==> config.mk <==
export PLATFORM = sky130hd
export DESIGN_NAME = gcd_fsmd_param
export DESIGN_NICKNAME = d
export VERILOG_FILES = /design/src/rtl/gcd_fsmd_param.sv
export SDC_FILE = /design/constraint.sdc
export NUM_CORES = 1
export LEC_CHECK = 0
export ABC_AREA = 0
export CAP_MARGIN = 20
export CORE_MARGIN = 2
export CORE_UTILIZATION = 55
export CTS_CLUSTER_SIZE = 10
export DETAILED_ROUTE_END_ITERATION = 6
export HOLD_SLACK_MARGIN = 0.03
export PLACE_DENSITY = 0.77
export RECOVER_POWER = 25
export SYNTH_ARGS = -nofsm -noshare
export SYNTH_HDL_FRONTEND = slang
export SYNTH_SLANG_ARGS = --single-unit
==> constraint.sdc <==
create_clock -name CLK -period 3.4 [get_ports CLK]
set_input_delay 0.68 -clock CLK [delete_from_list [all_inputs] [get_ports CLK]]
set_output_delay 0.68 -clock CLK [all_outputs]
set_load 0.03 [all_outputs]
==> src/rtl/gcd_fsmd_param.sv <==
// Parametrised GCD engine with a go/busy/done handshake and a per-result work-cycle count.
// MODE selects subtraction Euclid (0) or binary Stein (1); control and datapath share one clocked block.
module gcd_fsmd_param #(
  parameter int WIDTH = 8,
  parameter int MODE  = 0,
  parameter int CNT_W = 16
) (
  input  logic             CLK,
  input  logic             reset,
  input  logic             go_i,
  input  logic [WIDTH-1:0] x_i,
  input  logic [WIDTH-1:0] y_i,
  output logic             busy_o,
  output logic             done_o,
  output logic [WIDTH-1:0] obeb_o,
  output logic [CNT_W-1:0] cycles_o
);

  localparam int KW = $clog2(WIDTH) + 1;

  typedef enum logic [2:0] {
    S_IDLE,
    S_WHILE,
    S_XGTY,
    S_XLTY,
    S_STEP,
    S_DONE
  } state_t;

  state_t           state_q;
  logic [WIDTH-1:0] x_q;
  logic [WIDTH-1:0] y_q;
  logic [KW-1:0]    k_q;
  logic [CNT_W-1:0] cnt_q;
  logic [WIDTH-1:0] obeb_q;
  logic [CNT_W-1:0] cycles_q;
  logic             busy_q;
  logic             done_q;

  logic [CNT_W-1:0] cnt_d;
  logic [WIDTH-1:0] xShl;
  logic [WIDTH-1:0] yShl;
  logic             finish_d;
  logic [WIDTH-1:0] result_d;

  // Termination test and result for the current work cycle; the counter saturates rather than wraps.
  always_comb begin
    cnt_d    = (&cnt_q) ? cnt_q : cnt_q + 1'b1;
    xShl     = x_q << k_q;
    yShl     = y_q << k_q;
    finish_d = 1'b0;
    result_d = '0;
    if (state_q == S_WHILE) begin
      if (x_q == '0) begin
        finish_d = 1'b1;
        result_d = y_q;
      end else if (y_q == '0) begin
        finish_d = 1'b1;
        result_d = x_q;
      end else if (x_q == y_q) begin
        finish_d = 1'b1;
        result_d = x_q;
      end
    end else if (state_q == S_STEP) begin
      if (x_q == '0) begin
        finish_d = 1'b1;
        result_d = yShl;
      end else if (y_q == '0) begin
        finish_d = 1'b1;
        result_d = xShl;
      end else if (x_q[0] && y_q[0] && (x_q == y_q)) begin
        finish_d = 1'b1;
        result_d = xShl;
      end
    end
  end

  always_ff @(posedge CLK or posedge reset) begin
    if (reset) begin
      state_q  <= S_IDLE;
      x_q      <= '0;
      y_q      <= '0;
      k_q      <= '0;
      cnt_q    <= '0;
      obeb_q   <= '0;
      cycles_q <= '0;
      busy_q   <= 1'b0;
      done_q   <= 1'b0;
    end else if (finish_d) begin
      state_q  <= S_DONE;
      cnt_q    <= cnt_d;
      obeb_q   <= result_d;
      cycles_q <= cnt_d;
      busy_q   <= 1'b1;
      done_q   <= 1'b1;
    end else begin
      case (state_q)
        S_IDLE: begin
          if (go_i) begin
            x_q     <= x_i;
            y_q     <= y_i;
            k_q     <= '0;
            cnt_q   <= '0;
            busy_q  <= 1'b1;
            state_q <= (MODE == 0) ? S_WHILE : S_STEP;
          end
        end
        S_WHILE: begin
          cnt_q   <= cnt_d;
          state_q <= (x_q > y_q) ? S_XGTY : S_XLTY;
        end
        S_XGTY: begin
          cnt_q   <= cnt_d;
          x_q     <= x_q - y_q;
          state_q <= S_WHILE;
        end
        S_XLTY: begin
          cnt_q   <= cnt_d;
          y_q     <= y_q - x_q;
          state_q <= S_WHILE;
        end
        // Stein: pull out common factors of two first, then strip lone factors, then subtract.
        S_STEP: begin
          cnt_q <= cnt_d;
          if (!x_q[0] && !y_q[0]) begin
            x_q <= x_q >> 1;
            y_q <= y_q >> 1;
            k_q <= k_q + 1'b1;
          end else if (!x_q[0]) begin
            x_q <= x_q >> 1;
          end else if (!y_q[0]) begin
            y_q <= y_q >> 1;
          end else if (x_q > y_q) begin
            x_q <= x_q - y_q;
          end else begin
            y_q <= y_q - x_q;
          end
        end
        S_DONE: begin
          state_q <= S_IDLE;
          busy_q  <= 1'b0;
          done_q  <= 1'b0;
        end
        default: begin
          state_q <= S_IDLE;
          busy_q  <= 1'b0;
          done_q  <= 1'b0;
        end
      endcase
    end
  end

  assign busy_o   = busy_q;
  assign done_o   = done_q;
  assign obeb_o   = obeb_q;
  assign cycles_o = cycles_q;

endmodule

==> impl_metrics.json <==
{
  "die_w_um": 96.2,
  "worstSkewPairLatency_ns": 0.36,
  "worst-r2r-cell-count": 8,
  "synth-edff-count": 0,
  "final.setup.tns_ns": 0,
  "ir_drop_mv": 0.680,
  "power_density_nw_per_um2": 1070,
  "grt_pass1_wl_mm": 20.7,
  "multiInputGateArea_um2": 2800,
  "timing.final.crit_period_ns": 3.16,
  "grt_max_degree": 66,
  "areaGrowthSynthToFinish_pct": 15.6,
  "tightest_slew_ns": 1.61,
  "hold_depth": 2,
  "placed_area_um2": 5200,
  "r2r-start": "y_q[0]$_DFFE_PP0P_",
  "p_clk_share_pct": 11.9,
  "antenna_found_initial": 0,
  "num_rows": 33,
  "p_int_w": 0.00290,
  "core-area_um2": 8220,
  "cp_num_buf_inv": 0,
  "synth_nets": 584,
  "critical-path-top-delay-family": "compound AO/OA/AOI/OAI gates",
  "status": "complete, but fails checks",
  "path_max_fanout": 11,
  "cts_root_buf": "clkbuf_8",
  "drive_above_1_share_pct": 7.86,
  "ys_seq_area_share_pct": 34.8,
  "port_buffers": 44,
  "syn-cell-area_um2": 4670,
  "required_ns": 3.62,
  "reg2reg_slack_ns": 0.24,
  "min_from": "cycles_o[0]$_DFFE_PP0P_",
  "synth.most_common_cell": "dfrtp_1",
  "p_comb_share_pct": 61.8,
  "vias": 4429,
  "clock.fmax_ghz": 0.317,
  "synth.top_cells.by_count": "65 x dfrtp_1, 59 x nor2_1, 49 x nand2_1, 33 x o21ai_0, 30 x a21oi_1",
  "via_per_inst": 6.42,
  "cts_tree": "done",
  "routed_wl_mm": 12.6,
  "start_kind": "flop",
  "postSynthCellCount": 544,
  "initialDrtViolationCount": 442,
  "r2r_end": "y_q[3]$_DFFE_PP0P_",
  "worst_path_max_delay_cell": "dfrtp_1",
  "switching_share_pct": 49.5,
  "setup_violations": 0,
  "die_y_um": 96.2,
  "place_congestion": 1.02,
  "rsz0062_at_grt": "false",
  "cts_resized": 0,
  "end_kind": "flop",
  "cap_violations": 1,
  "synth_top_cell_by_area": "dfrtp_1",
  "max_stage_delay_ns": 0.52,
  "dr_wl_met2_mm": 5.50,
  "hold_viol": 0,
  "seq_area_um2": 1630,
  "start_util_pct": 56.9,
  "met1Wirelength_mm": 5.74,
  "cts_hold_buf": 0,
  "final_nets": 620,
  "postCtsSetupBuffers": 0,
  "cts.sinks": 65,
  "path_cells": "ha_1 > fa_1 > nand2b_1 > a211o_1 > a221oi_4 > o21ai_1 > a222oi_1 > mux2i_1",
  "synthDistinctLibCells": 70,
  "worstPathArrival_ns": 3.38,
  "worstHoldEndpoint": "cycles_o[0]$_DFFE_PP0P_",
  "gr-total-overflow": 0,
  "maxSlewViolCount": 66,
  "synth.avg_cell_area_um2": 8.59,
  "min_path_type": "flop to flop",
  "p_sw_w": 0.00285,
  "synth_seq_cells": 65,
  "ys_warn_count": 0,
  "ant_nets": 0,
  "antenna_cells": 0,
  "async_flop_share_pct": 100,
  "clock_path_buffers": 2,
  "nFillCells": 686,
  "num_io_pins": 45,
  "dieArea_um2": 9250,
  "finClkSkew_ns": 0.0145,
  "path_class": "flop to flop",
  "drt-pass1-iter-count": 5,
  "synth_top_area_share_pct": 34.8,
  "routed.top_layer": "met4",
  "seqPwrFrac_pct": 26.2,
  "maxSlewHeadroom_pct": -7.28,
  "routedWlPerCell_um": 18.2,
  "final.period_utilization_pct": 92.9,
  "grt_pass1_vias": 4081,
  "track_usage_pct": 29.0,
  "h-tree-depth": 3,
  "clk_pin_slew_ns": 0.08,
  "yosys-top-cells-area": "dfrtp_1 35%, ha_1 5.1%, nor2_1 4.7%",
  "synthFlopType": "dfrtp_1",
  "dp_hpwl_mm": 9.30,
  "violations": "max-capacitance violations, max-slew violations",
  "route.detailed.drc": 0,
  "cts_inserted_buffers": 9,
  "p_leak_nw": 2.25,
  "fin_area_um2": 5400,
  "dr_wl_met3_mm": 1.02
}
[metal layers]
layer | up-vias | track usage [%]
li1 | 2079 | -
met1 | 2104 | 42.0
met2 | 211 | 42.2
met3 | 35 | 5.48
met4 | 0 | 12.1
met5 | - | 0
[worst min-delay path, stage by stage (launching register included)]
cell     delay, ns
dfrtp_1       0.35
nand2_1       0.04
o21ai_0       0.07
[layout make-up]
type	count	area share, %
multi-input cells	420	51.8
inverters	25	1.74
clock inverters	7	1.44
clock buffers	9	2.29
well taps	105	2.43
repair buffers	59	10.2
flip-flops and latches	65	30.1
[worst max path at each step]
| stage | slack (ns) | from | depth (start not counted) | endpoint |
|---|---|---|---|---|
| global route | 0.15 | y_q[0]$_DFFE_PP0P_ | 8 | y_q[1]$_DFFE_PP0P_ |
| finish | 0.24 | y_q[0]$_DFFE_PP0P_ | 8 | y_q[3]$_DFFE_PP0P_ |
| CTS | 0.33 | y_q[0]$_DFFE_PP0P_ | 8 | y_q[3]$_DFFE_PP0P_ |
| global placement | 0.46 | y_q[0]$_DFFE_PP0P_ | 9 | x_q[6]$_DFFE_PP0P_ |
| detailed placement | 0.35 | y_q[0]$_DFFE_PP0P_ | 8 | y_q[3]$_DFFE_PP0P_ |
| floorplan | 0.36 | x_q[0]$_DFFE_PP0P_ | 9 | x_q[7]$_DFFE_PP0P_ |
[per-stage QoR]
stage	cells	util [%]	hold WS [ns]	worst slack (ns)	power [W]
2_1_floorplan	544	-	0.484	0.360	0.00399
3_3_place_gp	674	63.3	0.471	0.462	0.00493
3_5_place_dp	674	63.3	0.475	0.349	0.00498
4_1_cts	690	65.8	0.501	0.333	0.00569
5_1_grt	690	65.7	0.522	0.153	0.00617
6_report	690	65.7	0.492	0.241	0.00575
[power by group through the flow]
stage	Combinational, W	Clock (W)	Sequential [W]
2_1_floorplan	0.00237	0	0.00162
3_3_place_gp	0.00343	0	0.00150
3_5_place_dp	0.00347	0	0.00151
4_1_cts	0.00349	0.000693	0.00150
5_1_grt	0.00387	0.000741	0.00156
6_report	0.00356	0.000686	0.00151
[cells in the final DEF (no fill, tap or decap), types with 16 or more instances in the layout]
master,instances
nor2_1,59
inv_1,24
dfrtp_1,65
nand2_1,49
nand3_1,16
mux2i_1,18
a21oi_1,30
clkdlybuf4s50_1,43
ha_1,19
o21ai_0,33
[cells by family (layout without fill, tap and decap cells)]
family / after synthesis / after routing / synth area share [%]
and+or+nand+nor: 180 / 180 / 17.9
AOI/OAI and AO/OA: 175 / 175 / 26.2
DFF: 65 / 65 / 34.8
buffers and inverters: 59 / 100 / 5.35
muxes: 23 / 23 / 5.86
adders and majority gates: 21 / 21 / 5.94
xor gates and xnor gates: 21 / 21 / 3.93
[flip-flops by register name, indices dropped and copies added (netlist names)]
signal and count:
cycles_o 16, busy_o 1, obeb_o 8, done_o 1
x_q 8, k_q 4, cnt_q 16, state_q 3
y_q 8
(Power assumes the default switching activity.)
